File: src/rtl/sdio_pkg.sv
`default_nettype none
// ============================================================================
// Module   : sdio_pkg
// Purpose  : Shared SDIO CMD-line constants, field widths, state encoding and
//            CRC7 step function.
// Revision : 1.0
// ============================================================================
package sdio_pkg;

  localparam int c_frame_bits = 48;
  localparam int c_index_w    = 6;
  localparam int c_arg_w      = 32;
  localparam int c_crc_w      = 7;
  localparam int c_body_bits  = c_index_w + c_arg_w;

  // x^7 + x^3 + 1, with the x^7 term implied by the shift-out
  localparam logic [c_crc_w-1:0] c_crc7_poly = 7'h09;

  typedef enum logic [2:0] {
    ST_IDLE = 3'd0,
    ST_DIR  = 3'd1,
    ST_BODY = 3'd2,
    ST_CRC  = 3'd3,
    ST_END  = 3'd4,
    ST_SKIP = 3'd5
  } cmd_state_t;

  function automatic logic [c_crc_w-1:0] crc7_step(input logic [c_crc_w-1:0] crc,
                                                   input logic               b);
    logic fb;
    fb = b ^ crc[c_crc_w-1];
    return {crc[c_crc_w-2:0], 1'b0} ^ (fb ? c_crc7_poly : '0);
  endfunction

endpackage
`default_nettype wire

File: src/rtl/sdio_crc7.sv
`default_nettype none
// ============================================================================
// Module   : sdio_crc7
// Purpose  : Serial CRC7 generator/checker, one bit per enabled clock.
// Revision : 1.0
// ============================================================================
module sdio_crc7
  import sdio_pkg::*;
(
  input  logic               clk,
  input  logic               rst,
  input  logic               i_clr,
  input  logic               i_en,
  input  logic               i_bit,
  output logic [c_crc_w-1:0] o_crc
);

  logic [c_crc_w-1:0] r_crc;

  always_ff @(posedge clk or negedge rst) begin
    if (!rst) begin
      r_crc <= '0;
    end else if (i_clr) begin
      r_crc <= '0;
    end else if (i_en) begin
      r_crc <= crc7_step(r_crc, i_bit);
    end
  end

  assign o_crc = r_crc;

endmodule
`default_nettype wire

File: src/rtl/sdio_cmd_rx.sv
`default_nettype none
// ============================================================================
// Module   : sdio_cmd_rx
// Purpose  : SDIO CMD-line receiver: frames 48-bit host commands, checks CRC7
//            and end bit, presents index/argument over a valid/ack handshake.
// Revision : 1.0
// ============================================================================
module sdio_cmd_rx
  import sdio_pkg::*;
#(
  parameter int IDLE_BITS = 0
) (
  input  logic                 clk,
  input  logic                 rst,
  input  logic                 i_enable,
  input  logic                 i_sd_cmd,
  output logic                 o_busy,
  output logic                 o_cmd_valid,
  input  logic                 i_cmd_ack,
  output logic [c_index_w-1:0] o_cmd_index,
  output logic [c_arg_w-1:0]   o_cmd_arg,
  output logic                 o_crc_err,
  output logic                 o_end_err,
  output logic                 o_overrun
);

  localparam int         c_idle_cnt_w = (IDLE_BITS > 0) ? $clog2(IDLE_BITS + 1) : 1;
  localparam logic [5:0] c_body_load  = 6'(c_body_bits - 1);
  localparam logic [5:0] c_crc_load   = 6'(c_crc_w - 1);
  localparam logic [5:0] c_skip_load  = 6'(c_frame_bits - 3);

  cmd_state_t               r_state;
  cmd_state_t               w_state_nxt;
  logic                     r_cmd;
  logic [5:0]               r_cnt;
  logic [c_idle_cnt_w-1:0]  r_idle_cnt;
  logic                     w_idle_ok;
  logic [c_body_bits-1:0]   r_body;
  logic [c_crc_w-1:0]       r_crc_rx;
  logic [c_crc_w-1:0]       w_crc;
  logic                     w_crc_clr;
  logic                     w_crc_en;

  logic                     r_busy;
  logic                     r_valid;
  logic [c_index_w-1:0]     r_index;
  logic [c_arg_w-1:0]       r_arg;
  logic                     r_crc_err;
  logic                     r_end_err;
  logic                     r_overrun;

  // Pad flop: the FSM runs one cycle behind the wire, which places the output
  // latch one cycle after the end-bit sample.
  always_ff @(posedge clk or negedge rst) begin
    if (!rst) r_cmd <= 1'b1;
    else      r_cmd <= i_sd_cmd;
  end

  assign w_idle_ok = (int'(r_idle_cnt) >= IDLE_BITS);

  always_ff @(posedge clk or negedge rst) begin
    if (!rst) begin
      r_state <= ST_IDLE;
      r_busy  <= 1'b0;
    end else begin
      r_state <= w_state_nxt;
      r_busy  <= (w_state_nxt != ST_IDLE);
    end
  end

  always_comb begin
    w_state_nxt = r_state;
    if (!i_enable) begin
      w_state_nxt = ST_IDLE;
    end else begin
      case (r_state)
        ST_IDLE: if (!r_cmd && w_idle_ok) w_state_nxt = ST_DIR;
        ST_DIR:  w_state_nxt = r_cmd ? ST_BODY : ST_SKIP;
        ST_BODY: if (r_cnt == '0) w_state_nxt = ST_CRC;
        ST_CRC:  if (r_cnt == '0) w_state_nxt = ST_END;
        ST_END:  w_state_nxt = ST_IDLE;
        ST_SKIP: if (r_cnt == '0) w_state_nxt = ST_IDLE;
        default: w_state_nxt = ST_IDLE;
      endcase
    end
  end

  always_ff @(posedge clk or negedge rst) begin
    if (!rst) begin
      r_cnt <= '0;
    end else begin
      case (r_state)
        ST_DIR:  r_cnt <= r_cmd ? c_body_load : c_skip_load;
        ST_BODY: r_cnt <= (r_cnt == '0) ? c_crc_load : r_cnt - 6'd1;
        ST_CRC,
        ST_SKIP: if (r_cnt != '0) r_cnt <= r_cnt - 6'd1;
        default: r_cnt <= r_cnt;
      endcase
    end
  end

  // Consecutive idle ones seen in IDLE; saturates once the gap is satisfied.
  always_ff @(posedge clk or negedge rst) begin
    if (!rst) begin
      r_idle_cnt <= '0;
    end else if (r_state != ST_IDLE || !r_cmd) begin
      r_idle_cnt <= '0;
    end else if (int'(r_idle_cnt) < IDLE_BITS) begin
      r_idle_cnt <= r_idle_cnt + 1'b1;
    end
  end

  always_ff @(posedge clk or negedge rst) begin
    if (!rst) begin
      r_body   <= '0;
      r_crc_rx <= '0;
    end else begin
      if (r_state == ST_BODY) r_body   <= {r_body[c_body_bits-2:0], r_cmd};
      if (r_state == ST_CRC)  r_crc_rx <= {r_crc_rx[c_crc_w-2:0], r_cmd};
    end
  end

  // Cleared throughout IDLE: the zero start bit leaves a zero CRC unchanged.
  assign w_crc_clr = (r_state == ST_IDLE);
  assign w_crc_en  = (r_state == ST_DIR) || (r_state == ST_BODY);

  sdio_crc7 u_crc7 (
    .clk   (clk),
    .rst   (rst),
    .i_clr (w_crc_clr),
    .i_en  (w_crc_en),
    .i_bit (r_cmd),
    .o_crc (w_crc)
  );

  always_ff @(posedge clk or negedge rst) begin
    if (!rst) begin
      r_valid   <= 1'b0;
      r_index   <= '0;
      r_arg     <= '0;
      r_crc_err <= 1'b0;
      r_end_err <= 1'b0;
      r_overrun <= 1'b0;
    end else if (i_enable && r_state == ST_END) begin
      r_valid   <= 1'b1;
      r_index   <= r_body[c_body_bits-1:c_arg_w];
      r_arg     <= r_body[c_arg_w-1:0];
      r_crc_err <= (w_crc != r_crc_rx);
      r_end_err <= ~r_cmd;
      if (r_valid && !i_cmd_ack) r_overrun <= 1'b1;
    end else if (r_valid && i_cmd_ack) begin
      r_valid <= 1'b0;
    end
  end

  assign o_busy      = r_busy;
  assign o_cmd_valid = r_valid;
  assign o_cmd_index = r_index;
  assign o_cmd_arg   = r_arg;
  assign o_crc_err   = r_crc_err;
  assign o_end_err   = r_end_err;
  assign o_overrun   = r_overrun;

endmodule
`default_nettype wire

File: config.mk
export PLATFORM = sky130hd
export DESIGN_NAME = sdio_cmd_rx
export DESIGN_NICKNAME = d
export VERILOG_FILES = /design/src/rtl/sdio_pkg.sv /design/src/rtl/sdio_crc7.sv /design/src/rtl/sdio_cmd_rx.sv
export SDC_FILE = /design/constraint.sdc
export NUM_CORES = 1
export LEC_CHECK = 0
export ABC_AREA = 1
export CAP_MARGIN = 20
export CORE_ASPECT_RATIO = 0.6
export CORE_MARGIN = 1
export CORE_UTILIZATION = 35
export DETAILED_ROUTE_END_ITERATION = 16
export PLACE_DENSITY_LB_ADDON = 0.12
export SYNTH_ARGS = -nofsm -noshare
export SYNTH_HDL_FRONTEND = slang
export SYNTH_SLANG_ARGS = --single-unit
File: constraint.sdc
create_clock -name clk -period 1.86 [get_ports clk]
set_clock_uncertainty 0.2 [all_clocks]
set_input_delay 0.372 -clock clk [delete_from_list [all_inputs] [get_ports clk]]
set_output_delay 0.372 -clock clk [all_outputs]
set_load 0.05 [all_outputs]
# Word level (Yosys, flattened, before mapping)

Cells that the tools add are included.

Input port bits: 5
Output and inout bits: 43
Register bits: 105
Logic and storage cells: 55

Reductions and logical operators: 15
Equality and inequality tests: 7
Bitwise operators: 3
Multiplexer cells: 16
$add $sub $neg: 1

Operator list:

| kind                | count |
|---|---|
| $mux 3              | 6 |
| $pmux 6 s3          | 1 |
| $pmux 3 s5          | 1 |
| $mux 7              | 2 |
| $mux 6              | 2 |
| $mux 4              | 2 |
| $ne 7x7->1          | 1 |
| $xor 7x7->7         | 1 |
| $eq 3x2->1 const B  | 2 |
| $eq 3x3->1 const B  | 2 |
| $logic_not 6->1     | 1 |
| $reduce_bool 3->1   | 2 |
| $reduce_bool 6->1   | 1 |
| $sub 6x1->6 const B | 1 |
| $reduce_and 2->1    | 2 |
| $reduce_bool 2->1   | 2 |
| $eq 3x1->1 const B  | 1 |
| $logic_and 1x1->1   | 3 |
| $logic_not 3->1     | 1 |
| $mux 1              | 2 |
| $ne 2x2->1 const B  | 1 |
| $reduce_or 2->1     | 1 |
| $logic_not 1->1     | 1 |
| $logic_or 1x1->1    | 1 |
| other kinds (2)     | 2 |

# Longest topological paths before layout

Word-level depth: 5
Mapped depth: 10

# By module

From an unflattened synthesis, not the netlist that was laid out.

Cell total of the unflattened synthesis: 482
Area, all modules: 4400.5 um^2

Modules (own cells, without submodules):

| module      | area an instance (um^2) | times used | cells each | seq. area each (um^2) |
|---|---|---|---|---|
| sdio_cmd_rx | 4087.7                  | 1          | 446        | 2453.6 |
| sdio_crc7   | 312.8                   | 1          | 36         | 175.2 |

# Least setup slack after synthesis

No wires, ideal clock.

Path type: register -> register
Start: register r_cnt[0]
End: register r_cnt[5]
Path slack: 0.254 ns
Arrival: 1.289 ns
Setup time: 0.117 ns
Cell stages (with the launch flop): 10
Cell sequence: dfrtp_1 -> inv_1 -> ha_1 -> nand2_1 -> nor2_1 -> nand2_1 -> nand2_2 -> inv_2 -> nor2_1 -> nor2_1

Word-level cells in the longest chain between the ends: 3
Elaborated cells on any way between the ends: 8
Those cells by class: add/sub (1); eq/ne (1); mux (3); reduce/logical (3)

RTL lines:

| what                                                  | line                                 | source |
|---|---|---|
| start, declared                                       | sdio_cmd_rx.sv:35                    | `logic [5:0] r_cnt;` |
| start signal, assigned                                | sdio_cmd_rx.sv:93                    | `ST_DIR: r_cnt <= r_cmd ? c_body_load : c_skip_load;` |
| start signal, assigned                                | sdio_cmd_rx.sv:94                    | `ST_BODY: r_cnt <= (r_cnt == '0) ? c_crc_load : r_cnt - 6'd1;` |
| start signal, assigned                                | sdio_cmd_rx.sv:96                    | `ST_SKIP: if (r_cnt != '0) r_cnt <= r_cnt - 6'd1;` |
| $sub 6x1->6 (tied with other cells)                   | sdio_cmd_rx.sv:94, sdio_cmd_rx.sv:96 |  |
| $mux 6 (tied with other cells)                        | sdio_cmd_rx.sv:96                    |  |
| $pmux 6 s3 / $reduce_and 2->1 (equally long branches) | --                                   |  |

Several ways; a longest one is shown, not always the timed one. The select of a mux whose other input is x is not followed.
A chain may end at the register's enable or synchronous reset.

# Worst setup path after layout

Start: register r_cnt[1]
End: register r_cnt[5]

Same word-level chain as after synthesis.

==> report_table.html <==
<table>
<tr><th>Metric</th><th>Value</th></tr>
<tr><th colspan="2">STA</th></tr>
<tr><td>Fin crit period</td><td>1.69 ns</td></tr>
<tr><td>Post-Route Setup TNS</td><td>0 ns</td></tr>
<tr><td>Final Cycle Share</td><td>90.8%</td></tr>
<tr><td>Measured slew at the worst slew-check pin</td><td>0.441 ns</td></tr>
<tr><td>Total count of max-transition violations in the final report</td><td>0</td></tr>
<tr><td>Number of hold-slack violations in the final timing report</td><td>0</td></tr>
<tr><td>RSZ-0062 raised after global routing</td><td>no</td></tr>
<tr><td>Final number of setup-violating endpoints</td><td>0</td></tr>
<tr><td>Hold slack final</td><td>0.243 ns</td></tr>
<tr><td>Peak Freq</td><td>592 MHz</td></tr>
<tr><td>Normalized max-slew margin</td><td>70.6%</td></tr>
<tr><th colspan="2">Logic synthesis</th></tr>
<tr><td>Fraction of post-synthesis cell area in the top cell type by area</td><td>61.1%</td></tr>
<tr><td>Mapped Area</td><td>0.00426 mm²</td></tr>
<tr><td>Async S/R FF share, synth</td><td>100%</td></tr>
<tr><td>Portion of the post-synthesis area used by sequential elements</td><td>61.7%</td></tr>
<tr><td>Yosys warning count</td><td>0</td></tr>
<tr><td>Synthesized area divided by synthesized cell count</td><td>9.10 µm²</td></tr>
<tr><td>Nets in the synthesized netlist</td><td>474</td></tr>
<tr><td>Instance count of the mapped netlist</td><td>468</td></tr>
<tr><td>Dominant register cell in the synthesized netlist</td><td>sky130_fd_sc_hd__dfrtp_1</td></tr>
<tr><td>Register bit count reported by yosys</td><td>105</td></tr>
<tr><td>Ranking of synthesized cells by area</td><td>sky130_fd_sc_hd__dfrtp_1 (61%), sky130_fd_sc_hd__nand2_1 (12%), sky130_fd_sc_hd__o21ai_0 (8.8%)</td></tr>
<tr><td>Unique masters post-synth</td><td>26</td></tr>
<tr><td>Largest area contributor in the synthesized netlist</td><td>sky130_fd_sc_hd__dfrtp_1</td></tr>
<tr><td>Post-synth EDFFs</td><td>0</td></tr>
<tr><th colspan="2">Route</th></tr>
<tr><td>Number of remaining DRC errors</td><td>0</td></tr>
<tr><td>Vias after detailed routing</td><td>3,011</td></tr>
<tr><td>DRC marker count from the first detailed-route iteration</td><td>186</td></tr>
<tr><td>Vias per Instance</td><td>4.40</td></tr>
<tr><td>Overall routed net length</td><td>7960 µm</td></tr>
<tr><td>Detailed Routing Iterations Pass 1</td><td>4</td></tr>
<tr><td>Antenna Nets Post-Route</td><td>0</td></tr>
<tr><td>Wire length per cell after detailed routing</td><td>11.6 µm</td></tr>
<tr><th colspan="2">Placement</th></tr>
<tr><td>Port Buffer Count</td><td>47</td></tr>
<tr><td>RePlAce Congestion</td><td>0.804</td></tr>
<tr><td>Post-DP Area</td><td>0.00490 mm²</td></tr>
<tr><td>Post-DP HPWL</td><td>5580 µm</td></tr>
<tr><th colspan="2">Critical path</th></tr>
<tr><td>Critical path's top delay family</td><td>simple AND/OR/NAND/NOR gates</td></tr>
<tr><td>Critical path buffer and inverter count</td><td>2</td></tr>
<tr><td>Arrival time of the worst setup path</td><td>1.72 ns</td></tr>
<tr><td>Delay of the slowest critical-path stage</td><td>0.39 ns</td></tr>
<tr><td>Crit. Startpoint</td><td>r_cnt[1]</td></tr>
<tr><td>Library cell contributing the largest single delay on the critical path</td><td>sky130_fd_sc_hd__dfrtp_1</td></tr>
<tr><td>Category of the worst setup path launch point</td><td>flip-flop</td></tr>
<tr><td>Startpoint of the worst-slack reg-to-reg timing path</td><td>r_cnt[1]</td></tr>
<tr><td>Critical Path End Type</td><td>flip-flop</td></tr>
<tr><td>R2R Setup Slk</td><td>0.17 ns</td></tr>
<tr><td>Critical path start-end classification</td><td>reg -&gt; reg</td></tr>
<tr><td>Worst Path Max Fanout</td><td>6</td></tr>
<tr><td>WP data required</td><td>1.89 ns</td></tr>
<tr><td>Critical path, cell by cell</td><td>inv_1 -&gt; ha_1 -&gt; nand2_1 -&gt; nor2_2 -&gt; nand2_1 -&gt; nand2_2 -&gt; inv_2 -&gt; nor2_1 -&gt; nor2_1</td></tr>
<tr><th colspan="2">GRT</th></tr>
<tr><td>First-pass GRT wire length</td><td>13,600 µm</td></tr>
<tr><td>Met2 Use GR</td><td>19.1%</td></tr>
<tr><td>Leftover overflow at the end of global routing</td><td>0</td></tr>
<tr><td>Number of global-route vias before repair</td><td>2,818</td></tr>
<tr><td>Antenna violations before repair</td><td>0</td></tr>
<tr><td>Met3 track demand over resource</td><td>3.74%</td></tr>
<tr><td>Global Route met1 Usage</td><td>21.4%</td></tr>
<tr><td>Total routing resource utilization after global routing</td><td>14.1%</td></tr>
<tr><td>Most congested layer reported by global routing</td><td>met1</td></tr>
<tr><td>Maximum number of pins on one net before global-route repair</td><td>62</td></tr>
<tr><th colspan="2">Power and ir drop</th></tr>
<tr><td>Static power due to leakage</td><td>2.50 nW</td></tr>
<tr><td>Switching power share of the total</td><td>27.8%</td></tr>
<tr><td>Switching pwr</td><td>1.45 mW</td></tr>
<tr><td>Comb power frac</td><td>14.9%</td></tr>
<tr><td>Clock group share of total power</td><td>36.3%</td></tr>
<tr><td>Peak ir drop on the vdd network</td><td>0.494 mV</td></tr>
<tr><td>Internal power</td><td>3.77 mW</td></tr>
<tr><td>Power per standard cell area</td><td>1000 mW/mm²</td></tr>
<tr><td>Sequential power share</td><td>48.8%</td></tr>
<tr><td>Overall power consumption</td><td>5.22 mW</td></tr>
<tr><th colspan="2">Min path</th></tr>
<tr><td>Worst hold path type</td><td>in -&gt; reg</td></tr>
<tr><td>Hold path start</td><td>i_sd_cmd</td></tr>
<tr><th colspan="2">Floorplan</th></tr>
<tr><td>Top-level port count</td><td>48</td></tr>
<tr><td>Floorplan Core Area</td><td>0.0116 mm²</td></tr>
<tr><td>Die width</td><td>144 µm</td></tr>
<tr><td>Height of the die</td><td>87.4 µm</td></tr>
<tr><td>Core Rows</td><td>30</td></tr>
<tr><td>Die footprint</td><td>0.0126 mm²</td></tr>
<tr><td>Starting utilization of the core area</td><td>36.8%</td></tr>
<tr><th colspan="2">Job</th></tr>
<tr><td>Max-cap viol count</td><td>0</td></tr>
<tr><th colspan="2">Clocking</th></tr>
<tr><td>Clk slew on worst S/H paths</td><td>0.07 ns</td></tr>
<tr><td>Master cell of the clock root buffer</td><td>sky130_fd_sc_hd__clkbuf_16</td></tr>
<tr><td>Sinks on the clock net</td><td>105</td></tr>
<tr><td>TritonCTS clock tree</td><td>built</td></tr>
<tr><td>Clock buffer count from CTS</td><td>9</td></tr>
<tr><td>Maximum root-to-sink buffer count</td><td>2</td></tr>
<tr><td>Maximum level of the CTS H-tree</td><td>3</td></tr>
<tr><td>Clock latency at the later pin of the worst-skew pair</td><td>0.33 ns</td></tr>
<tr><td>Buffer count from post-CTS setup fixing</td><td>0</td></tr>
<tr><th colspan="2">Outcome</th></tr>
<tr><td>Run status</td><td>complete, no violations</td></tr>
<tr><th colspan="2">Layout</th></tr>
<tr><td>Layout overhead on the synthesized area</td><td>22.5%</td></tr>
<tr><td>Final-layout fill cell count</td><td>1,148</td></tr>
<tr><td>Net total in the final layout</td><td>526</td></tr>
<tr><td>Antenna Diode Count</td><td>0</td></tr>
<tr><td>Fin util</td><td>45.1%</td></tr>
<tr><td>Summed area of non-filler cells in the final layout</td><td>0.00522 mm²</td></tr>
<tr><td>Layout cell share with drive strength beyond 1</td><td>16.2%</td></tr>
</table>
-- metrics by stage --
stage,std cells,worst slack [ns]
after floorplan,468,0.254
after global placement,668,-0.0103
after detailed placement,668,-0.0768
after CTS,685,0.145
after global routing,685,0.0185
final,685,0.172
-- kinds of logic after synthesis --
kind of cell | share of synthesized area [%]
buf+inv | 7.85
simple gates | 16.8
xor+xnor | 2.06
compound gates | 11.3
fa+ha+maj | 0.294
flops | 61.7
-- worst paths after layout --
path	cells past startpoint	end
min in group asynchronous	3	r_state[2]
hold / removal	1	r_cmd
setup / recovery	9	r_cnt[5]
max in group asynchronous	3	o_cmd_arg[17]
setup reg to reg	9	r_cnt[5]
hold reg to reg	2	o_cmd_index[5]
-- cell usage after synthesis (all sizes together) (3+ instances only) --
library cell	n
o22ai	5
o21ai	86
xor2	6
nand2	144
nor2	17
buf	10
clkbuf	7
nor3	3
nand3	10
xnor2	4
dfrtp	104
inv	64
-- power groups by stage --
stage | Clock, mW | Sequential, mW | Combinational, mW
finish | 1.89 | 2.55 | 0.780
global route | 2.06 | 2.57 | 0.874
CTS | 1.97 | 2.54 | 0.789
detailed placement | 0 | 2.59 | 0.784
global placement | 0 | 2.58 | 0.776
floorplan | 0 | 2.72 | 0.360
-- sequential cells by signal, indices dropped and copies added, names as in the netlist --
signal / flops
o_busy: 1
o_cmd_arg: 32
o_cmd_index: 6
o_cmd_valid: 1
o_crc_err: 1
o_end_err: 1
o_overrun: 1
r_body: 38
r_cmd: 1
r_cnt: 6
r_crc_rx: 7
r_state: 3
u_crc7.o_crc: 7
-- worst register-to-register path, cell delays in order (launching register included) --
cell and delay [ns]:
sky130_fd_sc_hd__dfrtp_1 0.39, sky130_fd_sc_hd__inv_1 0.07, sky130_fd_sc_hd__ha_1 0.23, sky130_fd_sc_hd__nand2_1 0.11
sky130_fd_sc_hd__nor2_2 0.15, sky130_fd_sc_hd__nand2_1 0.10, sky130_fd_sc_hd__nand2_2 0.12, sky130_fd_sc_hd__inv_2 0.08
sky130_fd_sc_hd__nor2_1 0.09, sky130_fd_sc_hd__nor2_1 0.05
-- metal layers --
metal  part of all wire (%)  vias up  wire (µm)
met2                     40       44       3170
li1                       -     1575          -
met1                     56     1387       4440
met3                    3.6        5        288
met5                      0        -          0
met4                   0.77        0         61
-- area by class of cell --
cell class	instances	area, µm²	share of cell area (%)
Clock buffer	9	225	4.32
Clock inverter	7	78.8	1.51
Inverter	64	240	4.61
Multi-Input combinational cell	282	1300	24.9
Sequential cell	105	2630	50.4
Tap cell	160	200	3.84
Timing Repair Buffer	58	546	10.5
-- timing repair --
item | in CTS | in global routing
gates resized for setup | 0 | 1
hold buffers | 1 | 0
hold endpoints to repair | 104 | 0
setup endpoints to repair | 0 | 4
-- placed cells by master, fill, tap and decap left out, drive strengths merged --
master	instances
inv	66
o21bai	1
clkinv	2
dfstp	1
nand3b	2
buf	54
dlygate4sd3	1
clkbuf	9
o22ai	5
nand4	1
nor3	3
nand3	10
bufinv	1
dfrtp	104
nand2	144
clkinvlp	2
xor2	6
a21oi	2
xnor2	4
ha	1
o21ai	86
nor2	17
clkdlybuf4s50	3
Note: power is estimated with default switching activity, not from simulation.
